**config.mk**
```make
export PLATFORM = sky130hd
export DESIGN_NAME = ascii_scroll_buffer
export DESIGN_NICKNAME = d
export VERILOG_FILES = /design/src/rtl/ascii_scroll_buffer.sv
export SDC_FILE = /design/constraint.sdc
export NUM_CORES = 1
export LEC_CHECK = 0
export BUFFER_PORTS_ARGS = -buffer_cell sky130_fd_sc_hd__buf_2
export CAP_MARGIN = 30
export CORE_MARGIN = 4
export CORE_UTILIZATION = 30
export CTS_CLUSTER_SIZE = 40
export DETAILED_ROUTE_END_ITERATION = 16
export PLACE_DENSITY = 0.43
export SLEW_MARGIN = 20
export SYNTH_ARGS = -nofsm -noshare
export SYNTH_HDL_FRONTEND = slang
export SYNTH_SLANG_ARGS = --single-unit
```
**constraint.sdc**
```tcl
create_clock -name clk -period 3.6 [get_ports clk]
set_clock_uncertainty 0.15 [all_clocks]
set_input_delay 0.72 -clock clk [delete_from_list [all_inputs] [get_ports clk]]
set_output_delay 0.72 -clock clk [all_outputs]
set_load 0.05 [all_outputs]
```
**src/rtl/ascii_scroll_buffer.sv**
```systemverilog
// ascii_scroll_buffer: character scroll/fill buffer with echo handshake and multiplexed digit scan
module ascii_scroll_buffer #(
  parameter int NUM_DIGITS = 4,
  parameter int DATA_WIDTH = 8,
  parameter int SCAN_DIV = 125000,
  parameter logic [DATA_WIDTH-1:0] BLANK_CODE = DATA_WIDTH'(8'h00),
  localparam int CW = $clog2(NUM_DIGITS + 1)
) (
  input  logic                  clk,
  input  logic                  reset,
  input  logic [DATA_WIDTH-1:0] rx_data,
  input  logic                  rx_valid,
  input  logic                  mode,
  input  logic                  tx_busy,
  output logic [DATA_WIDTH-1:0] tx_data,
  output logic                  tx_start,
  output logic [DATA_WIDTH-1:0] digit_code,
  output logic [NUM_DIGITS-1:0] an,
  output logic [CW-1:0]         count,
  output logic                  full,
  output logic                  overflow
);
  localparam int SW = $clog2(SCAN_DIV);
  localparam int IW = $clog2(NUM_DIGITS);
  typedef enum logic [1:0] {IDLE, WAIT, START} echo_t;
  logic [DATA_WIDTH-1:0] slot_q [NUM_DIGITS];
  logic [DATA_WIDTH-1:0] slot_d [NUM_DIGITS];
  logic [CW-1:0] count_q, count_d;
  logic ovf_q, ovf_d, txs_q, txs_d;
  logic [DATA_WIDTH-1:0] txd_q, txd_d;
  echo_t state_q, state_d;
  logic [SW-1:0] cnt_q, cnt_d;
  logic [IW-1:0] idx_q, idx_d;
  logic is_bs, is_cr, is_esc, printable, reject;
  assign is_bs = rx_data == DATA_WIDTH'(8'h08);
  assign is_cr = rx_data == DATA_WIDTH'(8'h0D);
  assign is_esc = rx_data == DATA_WIDTH'(8'h1B);
  assign printable = !(is_bs || is_cr || is_esc);
  assign reject = printable && mode && full;
  assign full = count_q == CW'(NUM_DIGITS);
  assign count = count_q;
  assign overflow = ovf_q;
  assign tx_data = txd_q;
  assign tx_start = txs_q;
  assign an = ~(NUM_DIGITS'(1) << idx_q);
  assign digit_code = slot_q[idx_q];
  // Buffer edits and echo handshake; a character arriving mid-echo still edits the buffer
  always_comb begin
    slot_d = slot_q;
    count_d = count_q;
    ovf_d = ovf_q;
    txd_d = txd_q;
    txs_d = 1'b0;
    state_d = state_q == START ? IDLE : state_q;
    if (state_q == WAIT && !tx_busy) begin
      state_d = START;
      txs_d = 1'b1;
    end
    if (rx_valid) begin
      if (printable && !mode) begin
        slot_d[0] = rx_data;
        for (int i = 1; i < NUM_DIGITS; i++) slot_d[i] = slot_q[i-1];
        count_d = full ? count_q : count_q + CW'(1);
      end
      if (printable && mode && !full) begin
        for (int i = 0; i < NUM_DIGITS; i++) if (i == NUM_DIGITS - 1 - int'(count_q)) slot_d[i] = rx_data;
        count_d = count_q + CW'(1);
      end
      if (is_bs && count_q != '0) begin
        if (!mode) begin
          for (int i = 0; i < NUM_DIGITS - 1; i++) slot_d[i] = slot_q[i+1];
          slot_d[NUM_DIGITS-1] = BLANK_CODE;
        end else begin
          for (int i = 0; i < NUM_DIGITS; i++) if (i == NUM_DIGITS - int'(count_q)) slot_d[i] = BLANK_CODE;
        end
        count_d = count_q - CW'(1);
      end
      if (is_cr || is_esc) begin
        for (int i = 0; i < NUM_DIGITS; i++) slot_d[i] = BLANK_CODE;
        count_d = '0;
      end
      if (state_q != IDLE || reject) ovf_d = 1'b1;
      else begin
        state_d = WAIT;
        txd_d = rx_data;
      end
      if (is_esc) ovf_d = 1'b0;
    end
  end
  // Scan divider: hold each digit for SCAN_DIV clocks, then advance round-robin
  always_comb begin
    cnt_d = cnt_q == SW'(SCAN_DIV - 1) ? '0 : cnt_q + SW'(1);
    idx_d = cnt_q != SW'(SCAN_DIV - 1) ? idx_q : idx_q == IW'(NUM_DIGITS - 1) ? '0 : idx_q + IW'(1);
  end
  // State registers; reset wins over any simultaneous character or echo
  always_ff @(posedge clk) begin
    if (reset) begin
      for (int i = 0; i < NUM_DIGITS; i++) slot_q[i] <= BLANK_CODE;
      count_q <= '0;
      ovf_q <= 1'b0;
      txd_q <= '0;
      txs_q <= 1'b0;
      state_q <= IDLE;
      cnt_q <= '0;
      idx_q <= '0;
    end else begin
      slot_q <= slot_d;
      count_q <= count_d;
      ovf_q <= ovf_d;
      txd_q <= txd_d;
      txs_q <= txs_d;
      state_q <= state_d;
      cnt_q <= cnt_d;
      idx_q <= idx_d;
    end
  end
endmodule

```
==> metrics <==
min cycle time layout 2.85 ns; gr usage total roughly 16%; quantity of I/O buffers inserted on ports 38; Area growth, synth to finish 16.6%; Post-CTS Setup Repair Bufs 0; WS Path Type reg -> out; die area about 0.014 mm^2; Synthesis Warnings 0; Layout fillers approximately 1.2k; Logic pwr share between 10% and 20%; layout cells sized above 1 20.6%; HP Class reg -> reg; Post-DP HPWL 7.72 mm; Clock power frac 43.8%; Synth area leaders dfxtp_1, mux2i_1, o221ai_1; Syn Nets between 400 and 500; global-route wire length before repair approximately 18 mm; relative slew slack around half; Post-synth ARST share 0%; max-slew violation count 0; maxcap violations 0; post_cts resized 0; DP Worst Slack just under 0.7 ns; final antenna diode count 0; final hold vios 0; Die H about 120 um; RePlAce Congestion ~0.84; setup TNS 0 ns; htree depth 3; switch share 28.7%; worst-skew pair later-pin latency approximately 0.33 ns; IO Pins 39; number of global-route vias before repair between 3k and 4k; CP startpoint idx_q[1]$_SDFFE_PP0P_; WP data required approximately 2.7 ns; final period utilization roughly four fifths; largest area contributor in the netlist dfxtp_1; maximum vdd drop just over 0.0002 V; total power 1.85 mW; P_int between 1 and 1.5 mW; Worst-path clk slew around 0.060 ns; crit path launch type flop; setup violators final 0; Main synth FF type dfxtp_1; Remaining Overflow, GRT 0; initial drt markers about 170; fmax around 350 MHz; RR Startpoint count[0]$_SDFFE_PP0P_; critical path peak fanout 12; Cell Pwr Density ~430 mW/mm^2; RSZ-0062 raised after global routing false; final worst setup slack roughly 0.75 ns; clk buf depth 2; Worst-Margin Slew about 0.74 ns; Crit. End Element primary output; Net Sw Power 532 uW; die span in x roughly 120 um; Critical Path AT around 2.0 ns; Seq/Total Area, Yosys 36.0%; Yosys top cell area share about 36%; routed wire length between 10 and 15 mm; Antenna Nets Post-Route 0; Static Leak about 1.6 nW; CORE AREA between 0.01 and 0.015 mm^2; hold_sp cnt_q[0]$_SDFF_PP0_; routed vias/inst between 5 and 6; clk sinks 66; area of the mapped netlist between 0.003 and 0.004 mm^2; hold buffers post-CTS 0; TritonCTS clock tree built; flops & latches, synth 66; DR WL/cell 18.6 um; Avg Inst Size Synth between 9 and 10 um^2; Post-synth EDFFs 0; Vias 3242; sequential power share between 40% and 50%; Final nets approximately 460; DRT Pass-1 Iters 4; Root Driver clkbuf_16; initial antenna violation count 0; initial core utilization 30.5%; TritonCTS Buffers 9; synth unique cells 63; DRC viols 0; outcome complete, no violations; cell count after synthesis 400; largest net degree at the start of global routing 25; Core Rows 40
==> per-stage QoR <==
stage | hold WS (ns) | instances | instance area, um^2 | utilization [%]
2_1_floorplan | 0.268 | 400 | 3670 | -
3_3_place_gp | 0.284 | 572 | 4010 | 33.4
3_5_place_dp | 0.296 | 572 | 4010 | 33.4
4_1_cts | 0.306 | 588 | 4280 | 35.6
5_1_grt | 0.340 | 588 | 4280 | 35.6
6_report | 0.311 | 588 | 4280 | 35.6
==> power by group through the flow <==
| stage | Clock [mW] | Combinational (mW) | Sequential (mW) |
|---|---|---|---|
| floorplan | 0 | 0.151 | 0.827 |
| global placement | 0 | 0.254 | 0.802 |
| detailed placement | 0 | 0.253 | 0.803 |
| CTS | 0.836 | 0.254 | 0.787 |
| global route | 0.868 | 0.275 | 0.792 |
| finish | 0.812 | 0.253 | 0.788 |
==> area by class of cell <==
type	count	area, um^2	share of cell area (%)
clock buffer	11	243	5.67
clock inverter	5	30.0	0.702
inverter	33	124	2.89
multi-input combinational	280	2130	49.7
sequential	66	1320	30.9
tap	147	184	4.30
timing repair buffer	46	250	5.85
==> cell families (layout without fill, tap and decap cells) <==
| logic type | after synthesis | in the layout | synth area share, % |
|---|---|---|---|
| flip-flops | 66 | 66 | 36.0 |
| AND/OR/NAND/NOR | 121 | 121 | 18.8 |
| buffers and inverters | 54 | 95 | 6.17 |
| adder cells (fa/ha/maj) | 8 | 8 | 2.93 |
| XOR/XNOR | 17 | 17 | 4.06 |
| AO/OA/AOI/OAI | 103 | 103 | 20.8 |
| multiplexers | 31 | 31 | 11.2 |
==> placed cells by master, fill, tap and decap left out, types with 3 or more instances in the layout <==
master,count
and3_1,3
nand4_1,4
mux2i_1,23
clkbuf_16,9
nor3_1,9
mux4_2,8
or2_2,4
o221ai_1,21
buf_4,8
a21oi_1,16
nor2_1,31
dfxtp_1,66
a22oi_1,22
ha_1,7
o22ai_1,4
xnor2_1,12
o21ai_0,16
buf_2,38
inv_1,32
clkinv_2,3
xor2_1,5
nand2_1,17
nand3_1,29
==> synthesized netlist by cell type (2+ instances only) <==
cell and instances:
nor2_1 31, nand2b_1 2, a32oi_1 2, ha_1 7
nor4_1 2, o221ai_1 21, o21ai_0 16, xnor2_1 12
nand4_1 4, mux2i_1 23, a21oi_1 16, xor2_1 5
o211ai_1 2, o31a_1 2, a211oi_1 2, clkbuf_1 11
dfxtp_1 66, o22ai_1 4, a31o_2 2, nor3b_1 2
nor3_1 9, nand3_1 29, a22oi_1 22, or2_2 4
a311o_1 2, inv_1 32, and3_1 3, buf_2 7
and4_1 2, buf_4 2, mux4_2 8, nand2_1 17
==> registers in the layout, indices dropped and copies added, names as in the netlist <==
signal,cells
tx_start,1
idx_q,2
cnt_q,17
slot_q,32
count,3
tx_data,8
overflow,1
state_q,2
==> routing by layer <==
layer | global-route usage [%] | wire length (um) | up-vias | share of wire (%)
met5 | 0 | 0 | - | 0
met4 | 3.98 | 126 | 0 | 1.2
met3 | 5.02 | 678 | 9 | 6.2
met2 | 23.7 | 4690 | 103 | 43
met1 | 22.9 | 5440 | 1562 | 50
li1 | - | - | 1568 | -
==> critical path, stage by stage (launching register included) <==
cell     delay (ns)
dfxtp_1        0.79
mux4_2         0.61
buf_2          0.23
==> worst paths after layout <==
kind	endpoint	slack, ns	cells after the start
max	digit_code[3]	0.75	2
min	cnt_q[0]$_SDFF_PP0_	0.31	1
max reg2reg	count[2]$_SDFFE_PP0P_	0.83	9
min reg2reg	cnt_q[0]$_SDFF_PP0_	0.31	1
Power figures use the tool's default switching activity.
